===== config.mk =====
export PLATFORM = sky130hd
export DESIGN_NAME = switch_debounce_capture_flat
export DESIGN_NICKNAME = d
export VERILOG_FILES = /design/src/rtl/switch_pio_pkg.sv /design/src/rtl/switch_debounce_capture_if.sv /design/src/rtl/switch_debounce_bit.sv /design/src/rtl/switch_debounce_capture.sv /design/src/flat_wrapper.sv
export SDC_FILE = /design/constraint.sdc
export NUM_CORES = 1
export LEC_CHECK = 0
export CAP_MARGIN = 20
export CORE_UTILIZATION = 25
export DETAILED_ROUTE_END_ITERATION = 10
export SYNTH_ARGS = -nofsm -noshare
export SYNTH_HDL_FRONTEND = slang
export SYNTH_SLANG_ARGS = --single-unit

===== constraint.sdc =====
create_clock -name clk -period 2.3 [get_ports clk]
set_input_delay 0.46 -clock clk [delete_from_list [all_inputs] [get_ports clk]]
set_output_delay 0.46 -clock clk [all_outputs]
set_load 0.05 [all_outputs]

===== src/rtl/switch_pio_pkg.sv =====
// Shared constants for the switch debounce/capture PIO: register offsets and bus width.
package switch_pio_pkg;

   localparam int DATA_W           = 32;
   localparam int DEBOUNCE_DEFAULT = 50000;

   typedef enum logic [1:0] {
      ADDR_DATA = 2'd0,
      ADDR_TS   = 2'd1,
      ADDR_MASK = 2'd2,
      ADDR_EDGE = 2'd3
   } reg_addr_e;

endpackage


===== src/rtl/switch_debounce_capture_if.sv =====
// Avalon-MM slave bus bundle for the switch PIO (word address, active-low write).
interface switch_debounce_capture_if;
   import switch_pio_pkg::*;

   logic [1:0]        address;
   logic              write_n;
   logic [DATA_W-1:0] writedata;
   logic [DATA_W-1:0] readdata;

   modport master (output address, write_n, writedata, input readdata);
   modport slave  (input address, write_n, writedata, output readdata);

endinterface


===== src/rtl/switch_debounce_bit.sv =====
// One switch bit: 2-FF synchroniser, hold-time debounce counter, stable level and one-cycle change pulse.
module switch_debounce_bit #(
   parameter int DEBOUNCE_CYCLES = 50000,
   parameter int CNT_W           = 16
) (
   input  logic clk,
   input  logic reset_n,
   input  logic raw,
   output logic stable,
   output logic chg
);

   localparam logic [CNT_W-1:0] CNT_LAST = CNT_W'(DEBOUNCE_CYCLES - 1);

   logic             s1, s2;
   logic [CNT_W-1:0] cnt;

   // chg is raised on the same edge stable flips, so it is high while the new level is visible
   always_ff @(posedge clk) begin
      if (!reset_n) begin
         s1     <= 1'b0;
         s2     <= 1'b0;
         cnt    <= '0;
         stable <= 1'b0;
         chg    <= 1'b0;
      end else begin
         s1  <= raw;
         s2  <= s1;
         chg <= 1'b0;
         if (s2 == stable) begin
            cnt <= '0;
         end else if (cnt == CNT_LAST) begin
            stable <= s2;
            cnt    <= '0;
            chg    <= 1'b1;
         end else begin
            cnt <= cnt + 1'b1;
         end
      end
   end

endmodule


===== src/rtl/switch_debounce_capture.sv =====
// Debounced switch bank with sticky edge capture, irq mask and level irq.
// Optional change timestamp register at address 1 when SWITCH_TIMESTAMP_EN is defined.
module switch_debounce_capture
   import switch_pio_pkg::*;
#(
   parameter int WIDTH           = 9,
   parameter int DEBOUNCE_CYCLES = DEBOUNCE_DEFAULT,
   parameter int CNT_W           = 16
) (
   input  logic                      clk,
   input  logic                      reset_n,
   switch_debounce_capture_if.slave  bus,
   input  logic [WIDTH-1:0]          in_port,
   output logic                      irq
);

   logic [WIDTH-1:0]  stable, chg, irqmask, edgecap, clr_mask;
   logic [DATA_W-1:0] rd_next, ts_rd;
   logic              wr_mask, wr_edge;
   logic              unused_wdata;

   for (genvar i = 0; i < WIDTH; i++) begin : g_bit
      switch_debounce_bit #(
         .DEBOUNCE_CYCLES (DEBOUNCE_CYCLES),
         .CNT_W           (CNT_W)
      ) u_bit (
         .clk     (clk),
         .reset_n (reset_n),
         .raw     (in_port[i]),
         .stable  (stable[i]),
         .chg     (chg[i])
      );
   end

   assign wr_mask      = !bus.write_n && (bus.address == ADDR_MASK);
   assign wr_edge      = !bus.write_n && (bus.address == ADDR_EDGE);
   assign clr_mask     = wr_edge ? bus.writedata[WIDTH-1:0] : '0;
   assign unused_wdata = ^bus.writedata[DATA_W-1:WIDTH];

`ifdef SWITCH_TIMESTAMP_EN
   logic [DATA_W-1:0] ts_cnt, ts_latch;

   always_ff @(posedge clk) begin
      if (!reset_n) begin
         ts_cnt   <= '0;
         ts_latch <= '0;
      end else begin
         ts_cnt <= ts_cnt + 1'b1;
         if (|chg) ts_latch <= ts_cnt;
      end
   end

   assign ts_rd = ts_latch;
`else
   assign ts_rd = '0;
`endif

   always_comb begin
      rd_next = '0;
      case (bus.address)
         ADDR_DATA: rd_next[WIDTH-1:0] = stable;
         ADDR_TS:   rd_next            = ts_rd;
         ADDR_MASK: rd_next[WIDTH-1:0] = irqmask;
         ADDR_EDGE: rd_next[WIDTH-1:0] = edgecap;
         default:   rd_next            = '0;
      endcase
   end

   // a new edge on a bit being cleared in the same cycle survives the clear
   always_ff @(posedge clk) begin
      if (!reset_n) begin
         irqmask      <= '0;
         edgecap      <= '0;
         irq          <= 1'b0;
         bus.readdata <= '0;
      end else begin
         if (wr_mask) irqmask <= bus.writedata[WIDTH-1:0];
         edgecap      <= (edgecap & ~clr_mask) | chg;
         irq          <= |(edgecap & irqmask);
         bus.readdata <= rd_next;
      end
   end

endmodule

===== src/flat_wrapper.sv =====
// flat-port wrapper written by rule: the top's interface ports become plain ports
module switch_debounce_capture_flat import switch_pio_pkg::*;
#(
   parameter int WIDTH           = 9,
   parameter int DEBOUNCE_CYCLES = DEBOUNCE_DEFAULT,
   parameter int CNT_W           = 16
)
  (clk, reset_n, in_port, irq, bus_address, bus_write_n, bus_writedata, bus_readdata);
  switch_debounce_capture_if bus_i ();
  input  logic clk;
  input  logic reset_n;
  input  logic [WIDTH-1:0] in_port;
  output logic irq;
  input wire logic [$bits(bus_i.address)-1:0] bus_address;
  input wire logic [$bits(bus_i.write_n)-1:0] bus_write_n;
  input wire logic [$bits(bus_i.writedata)-1:0] bus_writedata;
  output wire logic [$bits(bus_i.readdata)-1:0] bus_readdata;
  assign bus_i.address = bus_address;
  assign bus_i.write_n = bus_write_n;
  assign bus_i.writedata = bus_writedata;
  assign bus_readdata = bus_i.readdata;
  switch_debounce_capture #(.WIDTH(WIDTH), .DEBOUNCE_CYCLES(DEBOUNCE_CYCLES), .CNT_W(CNT_W)) u_core (.clk(clk), .reset_n(reset_n), .bus(bus_i), .in_port(in_port), .irq(irq));
endmodule

==> results by group, run 1 <==
Global route
  • Largest net degree at the start of global routing: 37
  • Initial antenna violation count: 0
  • First-pass GRT wire length: around 29000 um
  • Total grt overflow: 0
  • Vias in the first global route: ~6000
  • Gr usage total: approximately a tenth

Die
  • Total die area: approximately 0.036 mm2
  • Die Y: ~190 um
  • Num ports: 79
  • Die width: roughly 190 um
  • Initial Util: 25.56%
  • Core Area: 0.03471 mm2
  • Rows: slightly below 70

Clock tree
  • Sink Count: 208
  • Post-cts sizing count: 0
  • Hold Buf Count CTS: 0
  • CTS Root Cell: clkbuf_16
  • Htree depth: 1
  • Worst-path clk slew: ~0.060 ns
  • Insertion delay to the later sink of the worst-skew pair: 0.50 ns
  • CTS Buffer Depth: 3
  • CTS tree: yes
  • Setup Fix Bufs, Post-CTS: 0
  • Cts bufs inserted: 22

Timing
  • Final Hold Violating Endpoints: 0
  • Setup TNS Final: 0 ns
  • Max Slew Vio Count: 0
  • Peak Freq: 459.6 MHz
  • Period utilization: between 90 and 100%
  • Min Tclk post-route: 2.176 ns
  • Final setup vio count: 0
  • Skew final: 0.01020 ns
  • Worst slew margin: 62.03%
  • RSZ-0062 raised after global routing: false
  • Final WS setup: between 0.1 and 0.15 ns
  • Worst-margin pin slew: between 0.5 and 0.6 ns

Yosys
  • Synth Instances: a little under 1000
  • Yosys Warn Count: 0
  • Async SR Flop Fraction: 0%
  • Main synth FF type: dfxtp_1
  • Synth Cell Area: 0.008872 mm2
  • Post-synthesis sequential area ratio: between 40% and 50%
  • Post-synth EDFFs: 0
  • Synthesized flop and latch total: about 210
  • Synth unique cells: 50
  • Mapped Avg Cell Area: 9.063 um2

Power
  • VDD IR max: 0.5208 mV
  • P per Cell Area: 720.7 mW/mm2
  • LEAKAGE: 0.003267 uW

Cells and area
  • Area growth, synth to finish: 17.12%
  • ANT cells: 0
  • Fill cells: 3636
  • Share of cells above drive strength 1: ~7.6%
  • Nets@finish: around 1100

Critical path
  • WP data required: 1.84 ns
  • Critical-path top delay cell: clkdlybuf4s50_1
  • Critical Path Max Stage Delay: 0.83 ns
  • CP Data Arrival Time: 1.72 ns
  • Crit start category: flip-flop
  • Family with the most delay on the worst path: buffers and inverters
  • Crit Path Max Fanout: 1
  • Worst-path cell chain: clkdlybuf4s50_1
  • Critical path endpoint category: output port
  • Critical path type: flip-flop to output port
  • Worst path bufs/invs: 1

Hold path
  • Hold WC Path Type: primary input to flip-flop

Job
  • Max cap viols: 0

Place
  • Post-DP HPWL: ~12000 um
  • Port Buffer Count: 32
  • Place WS: between 0.2 and 0.3 ns
  • Routability congestion estimate: 0.8078

Detailed routing
  • Routed len/inst: 11.60 um
  • Initial DRC Count: between 300 and 400
  • Vias: ~6500
  • Final wirelength: 17340 um
  • Drt first pass iters: 5
  • DR vias/cell: between 4 and 5
  • DRC: 0
  • Antenna viol nets, final: 0

Run status
  • Result of the run: finished clean
==> kinds of logic (layout without fill, tap and decap cells) <==
family          count (synthesis)  in the layout  share of synthesized area, %
fa+ha+maj                       9              9                         1.269
flops                         208            208                         46.93
compound gates                 34             34                         2.454
simple gates                  491            491                         28.30
mux                            27             27                         3.173
buf+inv                        79            117                         4.992
xor+xnor                      130            130                         12.83
other cells                     1             23                       0.04227
==> registers in the layout, summed over array words and instances (netlist names) <==
name / flops
u_core.edgecap: 9
u_core.bus.readdata: 9
u_core.irqmask: 9
u_core.g_bit.u_bit.s2: 9
u_core.g_bit.u_bit.cnt: 144
u_core.irq: 1
u_core.g_bit.u_bit.chg: 9
u_core.g_bit.u_bit.stable: 9
u_core.g_bit.u_bit.s1: 9
==> cells in the final DEF, fill, tap and decap left out, types with 31 or more instances in the layout <==
cell             instances
nand3_1                 47
nand4_1                 44
clkdlybuf4s50_1         31
nand2_1                 48
nor2_1                 206
dfxtp_1                208
xnor2_1                 94
xor2_1                  36
nor4_1                  32
==> cells in the mapped netlist (4+ instances only) <==
master	instances	area (um2)
or2_2	4	25.02
or4_1	9	67.56
and3_1	5	31.28
a21oi_1	14	70.07
xor2_1	36	315.3
mux2i_1	18	180.2
nand4_1	44	275.3
ha_1	9	112.6
buf_6	4	45.04
mux2_2	9	101.4
a22oi_1	10	75.07
dfxtp_1	208	4164
nor2_1	206	773.2
inv_1	29	108.9
or4bb_1	4	45.04
xnor2_1	94	823.3
clkbuf_1	14	52.55
and2_1	22	137.6
nor3_1	29	145.1
nand4b_1	8	70.07
nand2_1	48	180.2
buf_4	24	180.2
nand3_1	47	235.2
and4_1	4	35.03
or4_4	6	67.56
nor4_1	32	200.2
==> power breakdown <==
group | switching, uW | internal [uW] | total (uW) | leakage, uW
combinational | 175 | 76.3 | 251 | 0.00123
sequential | 16.1 | 3630 | 3640 | 0.00168
clock | 1420 | 2180 | 3590 | 0.000361
total | 1610 | 5880 | 7490 | 0.00327
==> final cells by class <==
class	count	area, um2	share of cell area [%]
multi-input combinational	714	4353	41.89
sequential	208	4164	40.07
clock buffer	31	645.6	6.213
tap	455	569.3	5.479
timing repair buffer	49	455.4	4.383
inverter	30	112.6	1.084
clock inverter	7	91.34	0.8790
==> worst paths after layout <==
path | slack, ns | from | cells after the start | endpoint
max | 0.12 | u_core.bus.readdata[0]$_SDFF_PN0_ | 1 | bus_readdata[0]
min | 0.40 | reset_n | 3 | u_core.g_bit[2].u_bit.cnt[2]$_SDFF_PP0_
max reg2reg | 0.40 | u_core.g_bit[6].u_bit.cnt[12]$_SDFF_PP0_ | 4 | u_core.g_bit[6].u_bit.cnt[8]$_SDFF_PP0_
min reg2reg | 0.43 | u_core.g_bit[6].u_bit.s1$_SDFF_PN0_ | 1 | u_core.g_bit[6].u_bit.s2$_SDFF_PN0_
==> layer usage <==
layer / wire [um] / GRT usage (%) / vias up / part of all wire (%)
met3: 572 / 1.619 / 24 / 3.3
met1: 8828 / 13.46 / 3035 / 51
met2: 7628 / 15.24 / 96 / 44
li1: - / - / 3387 / -
met4: 308 / 2.554 / 0 / 1.8
met5: 0 / 0 / - / 0
==> stage by stage <==
| step | cell area (um2) | utilization [%] | hold slack, ns | cells | power [uW] |
|---|---|---|---|---|---|
| after detailed placement | 9654 | 27.81 | 0.4187 | 1456 | 3978 |
| after global routing | 10390 | 29.93 | 0.4229 | 1494 | 7762 |
| final | 10390 | 29.93 | 0.3959 | 1494 | 7489 |
| after floorplan | 8955 | - | 0.4119 | 1001 | 3927 |
| after global placement | 9654 | 27.81 | 0.4180 | 1456 | 3977 |
| after CTS | 10390 | 29.93 | 0.3982 | 1494 | 7586 |
Note: power is estimated with default switching activity, not from simulation.
==> run 2, diff against run 1 <==
--- a/config.mk
+++ b/config.mk
@@ -8,6 +8,8 @@
 export CAP_MARGIN = 20
 export CORE_UTILIZATION = 25
 export DETAILED_ROUTE_END_ITERATION = 10
+export DONT_BUFFER_PORTS = 1
+export REMOVE_ABC_BUFFERS = 1
 export SYNTH_ARGS = -nofsm -noshare
 export SYNTH_HDL_FRONTEND = slang
 export SYNTH_SLANG_ARGS = --single-unit
==> constraint.sdc (replaced) <==
create_clock -name clk -period 2.3 [get_ports clk]
set_input_delay 0.46 -clock clk [delete_from_list [all_inputs] [get_ports clk]]
set_output_delay 0.46 -clock clk [all_outputs]
set_load 0.005 [all_outputs]
==> run 2 against run 1 <==
Against the previous run: first-iteration DRC count fell by 7.5%; global-route usage barely moved; combinational power fell by 59%; largest power group unchanged; via count shrank 1.3%; final cell count decreased by 2.2%; die area is the same; sequential power hardly changed; critical path depth grew 3; hold slack worse by 0.31 ns; fmax grew 14%.
==> results by group, run 2 (synthesis results as in run 1) <==
Clock tree
  • CTS Root Cell: clkbuf_16 (unchanged)
  • Worst-path clk slew: 0.06 ns (about the same)
  • Htree depth: 1 (unchanged)
  • Insertion delay to the later sink of the worst-skew pair: 0.49 ns (was 0.50 ns)
  • Cts bufs inserted: 22 (unchanged)
  • CTS Buffer Depth: 3 (unchanged)
  • Setup Fix Bufs, Post-CTS: 0 (unchanged)
  • Post-cts sizing count: 0 (unchanged)
  • CTS tree: yes (unchanged)
  • Hold Buf Count CTS: 0 (unchanged)
  • Sink Count: 208 (unchanged)

Timing
  • Peak Freq: 523.2 MHz (was 459.6 MHz)
  • Final hold slack: 0.08875 ns (was 0.3959 ns)
  • Period utilization: 83.10% (was 94.61%)
  • Skew final: 0.01025 ns (was 0.01020 ns)
  • Final setup vio count: 0 (unchanged)
  • Worst-margin pin slew: 0.5873 ns (was 0.5677 ns)
  • Setup TNS Final: 0 ns (unchanged)
  • Worst slew margin: 60.74% (was 62.03%)
  • Min Tclk post-route: 1.911 ns (was 2.176 ns)
  • Max Slew Vio Count: 0 (unchanged)
  • Final Hold Violating Endpoints: 0 (unchanged)
  • RSZ-0062 raised after global routing: false (unchanged)

Hold path
  • Worst Hold Launch: in_port[6] (was reset_n)
  • Hold WC Path Type: primary input to flip-flop (unchanged)
  • Hold EP: u_core.g_bit[6].u_bit.s1$_SDFF_PN0_ (was u_core.g_bit[2].u_bit.cnt[2]$_SDFF_PP0_)
  • WHS Path Cells: 1 (was 3)

Detailed routing
  • Initial DRC Count: 331 (was 358)
  • Drt first pass iters: 5 (unchanged)
  • Vias: 6457 (was 6542)
  • Antenna viol nets, final: 0 (unchanged)
  • DR vias/cell: 4.420 (was 4.379)
  • Final wirelength: 17180 um (was 17340 um)
  • DRC: 0 (unchanged)
  • Routed len/inst: 11.76 um (was 11.60 um)

Critical path
  • Worst-path cell chain: or4b_1 -> or4_4 -> nand3_2 -> nor2_1 (was clkdlybuf4s50_1)
  • Worst Reg2Reg Path Length in Cells: 4 (unchanged)
  • Reg2reg end: u_core.g_bit[2].u_bit.cnt[13]$_SDFF_PP0_ (was u_core.g_bit[6].u_bit.cnt[8]$_SDFF_PP0_)
  • Critical-path top delay cell: or4_4 (was clkdlybuf4s50_1)
  • Critical path endpoint category: flip-flop (was output port)
  • Reg-to-reg slack, setup: 0.39 ns (was 0.40 ns)
  • WP data required: 2.67 ns (was 1.84 ns)
  • Reg2reg start: u_core.g_bit[2].u_bit.cnt[7]$_SDFF_PP0_ (was u_core.g_bit[6].u_bit.cnt[12]$_SDFF_PP0_)
  • Critical Path Max Stage Delay: 0.56 ns (was 0.83 ns)
  • Crit Path Max Fanout: 15 (was 1)
  • Worst path bufs/invs: 0 (was 1)
  • Critical path type: flip-flop to flip-flop (was flip-flop to output port)
  • Crit start category: flip-flop (unchanged)
  • Family with the most delay on the worst path: simple AND/OR/NAND/NOR gates (was buffers and inverters)
  • CP Data Arrival Time: 2.28 ns (was 1.72 ns)

Global route
  • Gr usage total: 9.664% (was 9.645%)
  • Total grt overflow: 0 (unchanged)
  • Vias in the first global route: 6001 (was 6037)
  • First-pass GRT wire length: 29440 um (was 29340 um)
  • Largest net degree at the start of global routing: 39 (was 37)
  • Initial antenna violation count: 1 (was 0)

Die
  • Rows: 68 (unchanged)
  • Die Y: 190.4 um (unchanged)
  • Initial Util: 25.56% (unchanged)
  • Total die area: 0.03625 mm2 (unchanged)
  • Core Area: 0.03471 mm2 (unchanged)
  • Num ports: 79 (unchanged)
  • Die width: 190.4 um (unchanged)

Power
  • Sw power: 1472 uW (was 1606 uW)
  • Pint: 5647 uW (was 5882 uW)
  • Switching share of total power: 20.67% (was 21.45%)
  • Comb pwr share: 1.4% (was 3.4%)
  • LEAKAGE: 0.003118 uW (was 0.003267 uW)
  • Clock power share: 47.4% (was 48.0%)
  • P per Cell Area: 711.6 mW/mm2 (was 720.7 mW/mm2)
  • Share of power burned in registers: 51.2% (was 48.7%)
  • VDD IR max: 0.4255 mV (was 0.5208 mV)

Cells and area
  • Fill cells: 3656 (was 3636)
  • Most common cell after layout, fill and taps aside: dfxtp_1 (unchanged)
  • Area growth, synth to finish: 12.75% (was 17.12%)
  • Commonest cells after routing, fill and taps aside: 208 x dfxtp_1, 206 x nor2_1, 94 x xnor2_1 (unchanged)
  • Max reg flops: 144 (unchanged)
  • Share of cells above drive strength 1: 7.570% (was 7.603%)
  • Reg with most FFs: u_core.g_bit.u_bit.cnt (unchanged)
  • Nets@finish: 1045 (was 1080)

Place
  • Routability congestion estimate: 0.8042 (was 0.8078)
  • Post-DP HPWL: 12020 um (was 11970 um)
  • Port Buffer Count: 0 (was 32)

Run status
  • Result of the run: finished clean (unchanged)

Job
  • Max cap viols: 0 (unchanged)
==> run 2: changes by cell type in the layout (fill, tap and decap cells not counted), sizes merged <==
cell | previous run | this run
bufinv | 2 | 0
inv | 29 | 30
clkinvlp | 1 | 0
buf | 18 | 14
diode | 0 | 2
clkdlybuf4s50 | 31 | 0
clkinv | 5 | 7
==> run 2: worst max-delay path by stage <==
stage	startpoint	end	slack (ns)	cells after the start
finish	u_core.g_bit[2].u_bit.cnt[7]$_SDFF_PP0_	u_core.g_bit[2].u_bit.cnt[13]$_SDFF_PP0_	0.39	4
global placement	u_core.g_bit[6].u_bit.cnt[12]$_SDFF_PP0_	u_core.g_bit[6].u_bit.cnt[7]$_SDFF_PP0_	0.41	4
global route	u_core.g_bit[2].u_bit.cnt[0]$_SDFF_PP0_	u_core.g_bit[2].u_bit.cnt[3]$_SDFF_PP0_	0.28	5
floorplan	u_core.g_bit[4].u_bit.cnt[0]$_SDFF_PP0_	u_core.g_bit[4].u_bit.cnt[10]$_SDFF_PP0_	0.21	5
detailed placement	u_core.g_bit[6].u_bit.cnt[12]$_SDFF_PP0_	u_core.g_bit[6].u_bit.cnt[11]$_SDFF_PP0_	0.39	4
CTS	u_core.g_bit[6].u_bit.cnt[12]$_SDFF_PP0_	u_core.g_bit[6].u_bit.cnt[7]$_SDFF_PP0_	0.37	4
==> run 2: power groups by stage <==
stage          registers, uW  clock network (uW)  logic [uW]
6_report                3650                3370         103
5_1_grt                 3650                3640         118
4_1_cts                 3640                3500         104
3_5_place_dp            3730                   0         103
3_3_place_gp            3720                   0         102
2_1_floorplan           3720                   0        75.8
==> run 2: through the flow <==
stage / utilization, % / total power (uW) / instance area, um2 / instances / setup slack (ns)
CTS: 28.80 / 7250 / 9998 / 1459 / 0.3719
floorplan: - / 3795 / 8625 / 952 / 0.2120
global placement: 26.80 / 3827 / 9304 / 1421 / 0.4078
finish: 28.82 / 7119 / 10000 / 1461 / 0.3887
global route: 28.80 / 7401 / 9998 / 1459 / 0.2833
detailed placement: 26.80 / 3829 / 9304 / 1421 / 0.3863
==> run 2: worst register-to-register path, cell delays in order, from the launching register on <==
cell and delay (ns):
dfxtp_1 0.34, or4b_1 0.52, or4_4 0.56, nand3_2 0.27, nor2_1 0.10
==> run 2: area by class of cell <==
class	instances	area, um2	share of cell area (%)
flip-flops and latches	208	4164	41.63
inverters	30	112.6	1.126
repair buffers	14	105.1	1.051
clock inverters	7	38.79	0.3877
multi-input cells	714	4353	43.51
diodes	2	5.005	0.05003
well taps	455	569.3	5.691
clock buffers	31	655.6	6.554
==> run 2: routing by layer <==
layer	GRT usage [%]	wire length, um
met4	2.000	263
met3	2.116	812
met5	0	0
met1	13.27	8545
met2	15.43	7558
